File: src/rtl/mem_port_arbiter_if.sv
// mem_port_arbiter_if: fetch, load/store and memory port bundle of the shared-memory arbiter
interface mem_port_arbiter_if #(
  parameter int AW = 32,
  parameter int DW = 32
);
  logic            i_req;
  logic [AW-1:0]   i_addr;
  logic [DW-1:0]   i_rdata;
  logic            i_ack;
  logic            d_req;
  logic            d_we;
  logic [AW-1:0]   d_addr;
  logic [DW-1:0]   d_wdata;
  logic [DW/8-1:0] d_wmask;
  logic [DW-1:0]   d_rdata;
  logic            d_ack;
  logic            m_en;
  logic            m_we;
  logic [AW-1:0]   m_addr;
  logic [DW-1:0]   m_wdata;
  logic [DW/8-1:0] m_wmask;
  logic [DW-1:0]   m_rdata;
  modport slave (
    input  i_req, i_addr, d_req, d_we, d_addr, d_wdata, d_wmask, m_rdata,
    output i_rdata, i_ack, d_rdata, d_ack, m_en, m_we, m_addr, m_wdata, m_wmask
  );
  modport master (
    output i_req, i_addr, d_req, d_we, d_addr, d_wdata, d_wmask, m_rdata,
    input  i_rdata, i_ack, d_rdata, d_ack, m_en, m_we, m_addr, m_wdata, m_wmask
  );
endinterface

File: src/rtl/mem_port_arbiter.sv
// mem_port_arbiter: round-robin sharing of one fixed-latency memory port between fetch and load/store
module mem_port_arbiter #(
  parameter int AW = 32,
  parameter int DW = 32,
  parameter int MEM_LAT = 2
) (
  input  logic              clk,
  input  logic              rst,
  mem_port_arbiter_if.slave bus,
  output logic              busy
);
  typedef enum logic [1:0] {IDLE, ACCESS, WAIT, RESP} state_t;
  state_t          state;
  logic            last_d;
  logic            gnt_d;
  logic            we_q;
  logic            pick_d;
  logic            en_q;
  logic            mwe_q;
  logic            i_ack_q;
  logic            d_ack_q;
  logic [3:0]      cnt;
  logic [AW-1:0]   addr_q;
  logic [DW-1:0]   wdata_q;
  logic [DW-1:0]   i_rdata_q;
  logic [DW-1:0]   d_rdata_q;
  logic [DW/8-1:0] wmask_q;
  always_comb pick_d = bus.d_req & (~bus.i_req | ~last_d);
  assign bus.m_en    = en_q;
  assign bus.m_we    = mwe_q;
  assign bus.m_addr  = addr_q;
  assign bus.m_wdata = wdata_q;
  assign bus.m_wmask = wmask_q;
  assign bus.i_rdata = i_rdata_q;
  assign bus.d_rdata = d_rdata_q;
  assign bus.i_ack   = i_ack_q;
  assign bus.d_ack   = d_ack_q;
  always_ff @(posedge clk or negedge rst) begin
    if (!rst) begin
      state     <= IDLE;
      last_d    <= 1'b1;
      gnt_d     <= 1'b0;
      we_q      <= 1'b0;
      cnt       <= '0;
      addr_q    <= '0;
      wdata_q   <= '0;
      wmask_q   <= '0;
      i_rdata_q <= '0;
      d_rdata_q <= '0;
      en_q      <= 1'b0;
      mwe_q     <= 1'b0;
      i_ack_q   <= 1'b0;
      d_ack_q   <= 1'b0;
      busy      <= 1'b0;
    end else begin
      i_ack_q <= 1'b0;
      d_ack_q <= 1'b0;
      case (state)
        IDLE: if (bus.i_req | bus.d_req) begin
          state   <= ACCESS;
          gnt_d   <= pick_d;
          last_d  <= pick_d;
          we_q    <= pick_d & bus.d_we;
          addr_q  <= pick_d ? bus.d_addr : bus.i_addr;
          wdata_q <= pick_d ? bus.d_wdata : '0;
          wmask_q <= pick_d ? bus.d_wmask : '0;
          en_q    <= 1'b1;
          mwe_q   <= pick_d & bus.d_we;
          busy    <= 1'b1;
        end
        ACCESS: begin
          state <= WAIT;
          cnt   <= 4'(MEM_LAT);
          en_q  <= 1'b0;
          mwe_q <= 1'b0;
        end
        WAIT: begin
          cnt <= cnt - 4'd1;
          if (cnt == 4'd1) begin
            state   <= RESP;
            i_ack_q <= ~gnt_d;
            d_ack_q <= gnt_d;
            if (!gnt_d) i_rdata_q <= bus.m_rdata;
            else if (!we_q) d_rdata_q <= bus.m_rdata;
          end
        end
        default: begin
          state <= IDLE;
          busy  <= 1'b0;
        end
      endcase
    end
  end
endmodule

File: src/flat_wrapper.sv
// flat-port wrapper written by rule: the top's interface ports become plain ports
module mem_port_arbiter_flat 
#(
  parameter int AW = 32,
  parameter int DW = 32,
  parameter int MEM_LAT = 2
)
  (clk, rst, busy, bus_i_req, bus_i_addr, bus_d_req, bus_d_we, bus_d_addr, bus_d_wdata, bus_d_wmask, bus_m_rdata, bus_i_rdata, bus_i_ack, bus_d_rdata, bus_d_ack, bus_m_en, bus_m_we, bus_m_addr, bus_m_wdata, bus_m_wmask);
  mem_port_arbiter_if #(.AW(AW), .DW(DW)) bus_i ();
  input  logic clk;
  input  logic rst;
  output logic busy;
  input wire logic [$bits(bus_i.i_req)-1:0] bus_i_req;
  input wire logic [$bits(bus_i.i_addr)-1:0] bus_i_addr;
  input wire logic [$bits(bus_i.d_req)-1:0] bus_d_req;
  input wire logic [$bits(bus_i.d_we)-1:0] bus_d_we;
  input wire logic [$bits(bus_i.d_addr)-1:0] bus_d_addr;
  input wire logic [$bits(bus_i.d_wdata)-1:0] bus_d_wdata;
  input wire logic [$bits(bus_i.d_wmask)-1:0] bus_d_wmask;
  input wire logic [$bits(bus_i.m_rdata)-1:0] bus_m_rdata;
  output wire logic [$bits(bus_i.i_rdata)-1:0] bus_i_rdata;
  output wire logic [$bits(bus_i.i_ack)-1:0] bus_i_ack;
  output wire logic [$bits(bus_i.d_rdata)-1:0] bus_d_rdata;
  output wire logic [$bits(bus_i.d_ack)-1:0] bus_d_ack;
  output wire logic [$bits(bus_i.m_en)-1:0] bus_m_en;
  output wire logic [$bits(bus_i.m_we)-1:0] bus_m_we;
  output wire logic [$bits(bus_i.m_addr)-1:0] bus_m_addr;
  output wire logic [$bits(bus_i.m_wdata)-1:0] bus_m_wdata;
  output wire logic [$bits(bus_i.m_wmask)-1:0] bus_m_wmask;
  assign bus_i.i_req = bus_i_req;
  assign bus_i.i_addr = bus_i_addr;
  assign bus_i.d_req = bus_d_req;
  assign bus_i.d_we = bus_d_we;
  assign bus_i.d_addr = bus_d_addr;
  assign bus_i.d_wdata = bus_d_wdata;
  assign bus_i.d_wmask = bus_d_wmask;
  assign bus_i.m_rdata = bus_m_rdata;
  assign bus_i_rdata = bus_i.i_rdata;
  assign bus_i_ack = bus_i.i_ack;
  assign bus_d_rdata = bus_i.d_rdata;
  assign bus_d_ack = bus_i.d_ack;
  assign bus_m_en = bus_i.m_en;
  assign bus_m_we = bus_i.m_we;
  assign bus_m_addr = bus_i.m_addr;
  assign bus_m_wdata = bus_i.m_wdata;
  assign bus_m_wmask = bus_i.m_wmask;
  mem_port_arbiter #(.AW(AW), .DW(DW), .MEM_LAT(MEM_LAT)) u_core (.clk(clk), .rst(rst), .bus(bus_i), .busy(busy));
endmodule
File: config.mk
export PLATFORM = sky130hd
export DESIGN_NAME = mem_port_arbiter_flat
export DESIGN_NICKNAME = d
export VERILOG_FILES = /design/src/rtl/mem_port_arbiter_if.sv /design/src/rtl/mem_port_arbiter.sv /design/src/flat_wrapper.sv
export SDC_FILE = /design/constraint.sdc
export NUM_CORES = 1
export LEC_CHECK = 0
export CAP_MARGIN = 20
export CELL_PAD_IN_SITES_DETAIL_PLACEMENT = 1
export CELL_PAD_IN_SITES_GLOBAL_PLACEMENT = 1
export CORE_AREA = 2 2 147 149
export DETAILED_ROUTE_END_ITERATION = 10
export DIE_AREA = 0 0 149 151
export PLACE_DENSITY_LB_ADDON = 0.08
export SYNTH_ARGS = -nofsm -noshare
export SYNTH_HDL_FRONTEND = slang
export SYNTH_SLANG_ARGS = --single-unit
File: constraint.sdc
create_clock -name clk -period 1.8 [get_ports clk]
set_input_delay 0.27 -clock clk [delete_from_list [all_inputs] [get_ports clk]]
set_output_delay 0.27 -clock clk [all_outputs]
set_load 0.1 [all_outputs]
==> flow_metrics.tcl, run 1 <==
set metrics [dict create \
    required_ns 2.10 \
    syn-num-nets 604 \
    place_hpwl_mm 14.05 \
    total_via_count_after_detailed_routing 4698 \
    worstHoldPathType "input pin to async pin" \
    critical_path_peak_fanout 21 \
    synthesis.yosys.warnings 0 \
    globalRouteTotalUtil 0.1667 \
    slew-limit-headroom 0.6298 \
    cts-root-to-sink-buffers 2 \
    crit_arrival_ns 2.09 \
    maxCapViolations 0 \
    clk_latency_ns 0.42 \
    syn_area_per_cell_um2 13.00 \
    grt_start_max_net_pins 51 \
    htreeDepth 4 \
    initial_antenna_violation_count 0 \
    endpoints_failing_hold 0 \
    setup_repair_after_global_routing_missed_its_margin "true" \
    layout_worst_path_cycle_share 0.9971 \
    reg2reg_depth 6 \
    worst_r2r_endpoint "u_core.bus.i_rdata[19]" \
    element_type_at_the_critical_path_start "flip-flop" \
    drt.antenna.violating_nets 0 \
    io_buffers 273 \
    synth_area_um2 5993 \
    via_to_cell_ratio 4.557 \
    drt_first_iter_violations 155 \
    period_needed_ns 1.795 \
    detailedRoute.firstPassIterationCount 4 \
    gp_congestion 0.7469 \
    setup.worst_path.end_class "flip-flop" \
    status "finished, final reports clean" \
    rr_startpoint "u_core.state[0]" \
    post_syn_instances 461 \
    design.die.area_um2 22500 \
    first_global_vias 5146 \
    cts_made_buffers 17 \
    die_height_um 151 \
    design.core.area_um2 20820 \
    drive_gt1_frac 0.3536 \
    postSynth.asyncResetShare 1.000 \
    setup_viol_count_final 0 \
    filler_cell_count 2207 \
    fmax_mhz 557.2 \
    synth.lib_cells_used.distinct 42 \
    net_total_in_the_final_layout 885 \
    cts_root_buffer "sky130_fd_sc_hd__clkbuf_16" \
    post_synth_edffs 0 \
    cts_sinks 146 \
    ios 274 \
    regToRegSetupSlack_ns 0.005 \
    chipWidth_um 149 \
    slack_of_the_critical_path_ns 0.005231 \
    worstSetupPathType "flip-flop to flip-flop" \
    syn_to_final_growth_pct 57.89 \
    final_design_area_no_fill_um2 9463 \
    drt_wl_total_mm 18.74 \
    grt_overflow_total 0 \
    synth-seq-cells 146 \
    cts_tree "yes" \
    drcViolationCount 0 \
    routed_wire_length_per_instance_um 18.17 \
    pre_cts_ws_ns -0.007316 \
    placed_area_um2 8875 \
    placementRows 53 \
    initial_utilization 0.2878 \
    cts.clk_slew.worst_paths_ns 0.06 \
    slew_violations 0 \
    synth_ff_type "sky130_fd_sc_hd__dfrtp_1" \
    worst-slew-pin-transition_ns 0.5553 \
    first_pass_grt_wire_length_mm 28.86 \
    fin_skew_ns 0.01285 \
    synth_sequential_area_ratio 0.6098 \
]
==> cell usage in the layout, fill, tap and decap left out, types with 4 or more instances in the layout <==
cell                              synthesis  layout
sky130_fd_sc_hd__dfrtp_1                145     145
sky130_fd_sc_hd__buf_4                    3     140
sky130_fd_sc_hd__clkdlybuf4s50_1          0     135
sky130_fd_sc_hd__a21oi_1                 65      65
sky130_fd_sc_hd__a22o_1                  36      36
sky130_fd_sc_hd__nor2_1                  36      36
sky130_fd_sc_hd__nand2_1                 35      35
sky130_fd_sc_hd__mux2_2                  33      33
sky130_fd_sc_hd__mux2_4                  29      29
sky130_fd_sc_hd__clkbuf_16                0      17
sky130_fd_sc_hd__buf_12                   3      17
sky130_fd_sc_hd__inv_1                    8       7
sky130_fd_sc_hd__inv_6                    0       7
sky130_fd_sc_hd__o21ai_0                  4       4
sky130_fd_sc_hd__nand3_1                  4       4
sky130_fd_sc_hd__ha_1                     6       4
==> Yosys cell counts (all sizes together), types with 4 or more instances <==
cell type,n,area (um^2)
nand2,35,131.4
nor2,37,141.4
inv,8,30.03
dfrtp,145,3628
nand3,4,20.02
mux2,65,840.8
o21ai,5,28.78
ha,6,75.07
buf,17,167.6
clkbuf,15,56.30
a22o,36,315.3
a21oi,65,325.3
==> kinds of logic (layout without fill, tap and decap cells) <==
family	Yosys count	after routing	share of synthesized area
AND/OR/NAND/NOR	84	84	0.06347
other	0	1	0
buffers and inverters	40	334	0.04238
adder cells (fa/ha/maj)	6	6	0.01253
flip-flops	146	146	0.6098
multiplexers	65	65	0.1403
AO/OA/AOI/OAI	120	120	0.1315
==> area by class of cell <==
cell class / count / area [um^2] / share of cell area
Antenna cell: 1 / 2.502 / 0.0002644
Clock buffer: 17 / 425.4 / 0.04496
Timing Repair Buffer: 294 / 2764 / 0.2921
Multi-Input combinational cell: 275 / 2102 / 0.2221
Clock inverter: 15 / 140.1 / 0.01481
Tap cell: 275 / 344.1 / 0.03636
Inverter: 8 / 30.03 / 0.003173
Sequential cell: 146 / 3655 / 0.3862
==> critical path, stage by stage (launching register included) <==
cell	delay [ns]
sky130_fd_sc_hd__dfrtp_1	0.39
sky130_fd_sc_hd__inv_2	0.07
sky130_fd_sc_hd__ha_2	0.19
sky130_fd_sc_hd__and4bb_4	0.26
sky130_fd_sc_hd__nor2b_4	0.21
sky130_fd_sc_hd__buf_12	0.23
sky130_fd_sc_hd__mux2_4	0.32
==> per-stage QoR <==
stage / util / TNS [ns] / cells / hold WS (ns)
2_1_floorplan: - / 0 / 461 / -0.02559
3_3_place_gp: 0.4262 / 0 / 997 / 0.2656
3_5_place_dp: 0.4262 / -0.01904 / 997 / 0.2720
4_1_cts: 0.4540 / -0.03395 / 1030 / 0.3671
5_1_grt: 0.4543 / -1.132 / 1030 / 0.3794
6_report: 0.4545 / 0 / 1031 / 0.3788
==> per-layer routing <==
metal / wire [um] / GRT usage / vias to the layer above
met2: 8874 / 0.2668 / 179
met5: 0 / 0 / -
met1: 7691 / 0.1983 / 2314
met3: 1848 / 0.07620 / 21
li1: - / - / 2184
met4: 323 / 0.05905 / 0
==> worst max-delay path by stage <==
stage | from | endpoint | slack (ns) | cells past startpoint
2_1_floorplan | u_core.state[0] | u_core.bus.i_rdata[0] | 0.002 | 8
3_3_place_gp | u_core.cnt[1] | u_core.bus.i_rdata[8] | 0.03 | 6
3_5_place_dp | u_core.state[0] | u_core.bus.i_rdata[17] | -0.007 | 6
4_1_cts | u_core.cnt[1] | u_core.bus.i_rdata[19] | -0.01 | 6
5_1_grt | u_core.cnt[1] | u_core.bus.i_rdata[17] | -0.06 | 6
6_report | u_core.state[0] | u_core.bus.i_rdata[19] | 0.005 | 6
==> what timing repair did <==
action / 4_1_cts / 5_1_grt
pin swaps: 0 / 0
endpoints found under the setup margin: 17 / 27
setup buffers: 0 / 0
hold buffers: 1 / 0
hold endpoints to repair: 45 / 0
resized for setup: 1 / 2
==> flip-flops by register name (all words and copies together), names as in the netlist <==
register            flops
u_core.state            2
u_core.bus.m_we         1
u_core.last_d           1
u_core.gnt_d            1
u_core.bus.i_rdata     32
u_core.bus.m_en         1
u_core.bus.i_ack        1
u_core.bus.m_addr      32
u_core.we_q             1
u_core.bus.d_rdata     32
u_core.bus.m_wdata     32
u_core.cnt              4
u_core.bus.d_ack        1
u_core.busy             1
u_core.bus.m_wmask      4
Power of run 1 is not shown: default switching activity piles up to over one toggle a cycle in this logic, so the estimate is an artifact.
==> run 2: changes to the inputs <==
- PLACE_DENSITY_LB_ADDON: 0.08 -> 0.1
==> flow_metrics.tcl, run 2 (same netlist as run 1, synthesis figures left out) <==
set metrics [dict create \
    status "finished, final reports clean" \
    worst-slew-pin-transition_ns 0.3713 \
    slack_of_the_critical_path_ns 0.04206 \
    required_ns 2.10 \
    drt.antenna.violating_nets 0 \
    fmax_mhz 568.8 \
    routed_wire_length_per_instance_um 18.78 \
    design.core.area_um2 20820 \
    total_via_count_after_detailed_routing 4814 \
    slew-limit-headroom 0.7525 \
    slew_violations 0 \
    crit_path_top_delay_cell "sky130_fd_sc_hd__dfrtp_1" \
    layout_worst_path_cycle_share 0.9766 \
    cts_tree "yes" \
    grt_start_max_net_pins 43 \
    syn_to_final_growth_pct 60.81 \
    drcViolationCount 0 \
    drt_wl_total_mm 19.47 \
    critical_path_peak_fanout 7 \
    detailedRoute.firstPassIterationCount 4 \
    drive_gt1_frac 0.3635 \
    worstSetupPathType "flip-flop to flip-flop" \
    crit_arrival_ns 2.06 \
    grt_overflow_total 0 \
    maxCapViolations 0 \
    critical_path_origin "u_core.state[0]" \
    setup_viol_count_final 0 \
    cts.clk_slew.worst_paths_ns 0.06 \
    busiest_layer "met2" \
    htreeDepth 4 \
    globalRouteTotalUtil 0.1661 \
    met3_usage 0.06205 \
    setup.worst_path.end_class "flip-flop" \
    worstHoldPathType "input pin to async pin" \
    first_global_vias 5056 \
    element_type_at_the_critical_path_start "flip-flop" \
    initial_antenna_violation_count 1 \
    mostFrequentLayoutCell "sky130_fd_sc_hd__dfrtp_1" \
    most-common-layout-cells "145 x sky130_fd_sc_hd__dfrtp_1, 139 x sky130_fd_sc_hd__buf_4, 135 x sky130_fd_sc_hd__clkdlybuf4s50_1, 65 x sky130_fd_sc_hd__a21oi_1" \
    period_needed_ns 1.758 \
    io_buffers 273 \
    net_total_in_the_final_layout 892 \
    cts_root_buffer "sky130_fd_sc_hd__clkbuf_16" \
    grt_util_met1 0.2109 \
    endpoints_failing_hold 0 \
    design.die.area_um2 22500 \
    critical-path-max-stage-delay_ns 0.39 \
    crit_chain "inv_2 -> ha_4 -> and4bb_4 -> nor2b_4 -> buf_12 -> clkbuf_16 -> mux2_4" \
    initial_utilization 0.2878 \
    setup_repair_after_global_routing_missed_its_margin "true" \
    fin_skew_ns 0.009949 \
    cts-root-to-sink-buffers 2 \
    grt.met2_usage 0.2611 \
    ios 274 \
    cts_sinks 146 \
    clk_latency_ns 0.42 \
    antenna_cells 0 \
    drt_first_iter_violations 91 \
    cts_made_buffers 17 \
    die_height_um 151 \
    pre_cts_ws_ns -0.04238 \
    first_pass_grt_wire_length_mm 28.95 \
    placementRows 53 \
    gp_congestion 0.7481 \
    rr_startpoint "u_core.state[0]" \
    chipWidth_um 149 \
    place_hpwl_mm 13.44 \
    via_to_cell_ratio 4.642 \
]
[run 2: cell types whose count changed in the layout (fill, tap and decap cells not counted), sizes merged]
cell    previous run  this run
buf              158       161
clkinv             3         6
inv               18        15
clkbuf            17        21
diode              1         0
[run 2: repair_timing]
action / in CTS / in global routing
resized for setup: 1 / 9
hold buffers: 1 / 0
endpoints found under the setup margin: 1 / 70
buffers inserted: 0 / 4
pin swaps: 0 / 1
cloned: 0 / 5
hold endpoints to repair: 28 / 0
[run 2: area by class of cell]
| cell class | instances | area [um^2] |
|---|---|---|
| clock inverter | 15 | 145.1 |
| sequential | 146 | 3655 |
| timing repair buffer | 301 | 2910 |
| inverter | 8 | 30.03 |
| fill | 2221 | 11180 |
| tap | 275 | 344.1 |
| clock buffer | 17 | 425.4 |
| multi-input combinational | 275 | 2128 |
[run 2: worst max-delay path, delay by kind of cell (launching register included)]
kind,cells,cell delay (ns)
flops,1,0.39
mux,1,0.30
simple gates,2,0.41
buf+inv,3,0.41
fa+ha+maj,1,0.14
[run 2: final timing paths]
check                           slack [ns]                     end  depth (start not counted)
max in group asynchronous             0.85  u_core.bus.d_rdata[30]                          3
worst min-delay path                  0.31  u_core.bus.d_rdata[22]                          2
min in group clk                      0.39    u_core.bus.m_addr[0]                          3
worst min register to register        0.49   u_core.bus.d_rdata[0]                          1
worst max-delay path                  0.04  u_core.bus.i_rdata[22]                          7
worst max register to register        0.04  u_core.bus.i_rdata[22]                          7
[run 2: metal layers]
metal,routed length (um),vias up,part of all wire
li1,-,2204,-
met1,8013,2392,0.41
met2,9475,193,0.49
met3,1644,23,0.084
met4,324,2,0.017
met5,13,-,0.00067
[run 2: stage by stage]
| stage | std cells | instance area (um^2) | util | hold WS [ns] | TNS [ns] |
|---|---|---|---|---|---|
| after floorplan | 461 | 5993 | - | -0.02559 | 0 |
| after global placement | 995 | 8860 | 0.4255 | 0.1859 | 0 |
| after detailed placement | 995 | 8860 | 0.4255 | 0.1825 | -0.3552 |
| after CTS | 1028 | 9445 | 0.4536 | 0.3018 | 0 |
| after global routing | 1037 | 9638 | 0.4629 | 0.3132 | -0.05168 |
| final | 1037 | 9638 | 0.4629 | 0.3099 | 0 |
Power of run 2 is left out for the same reason.
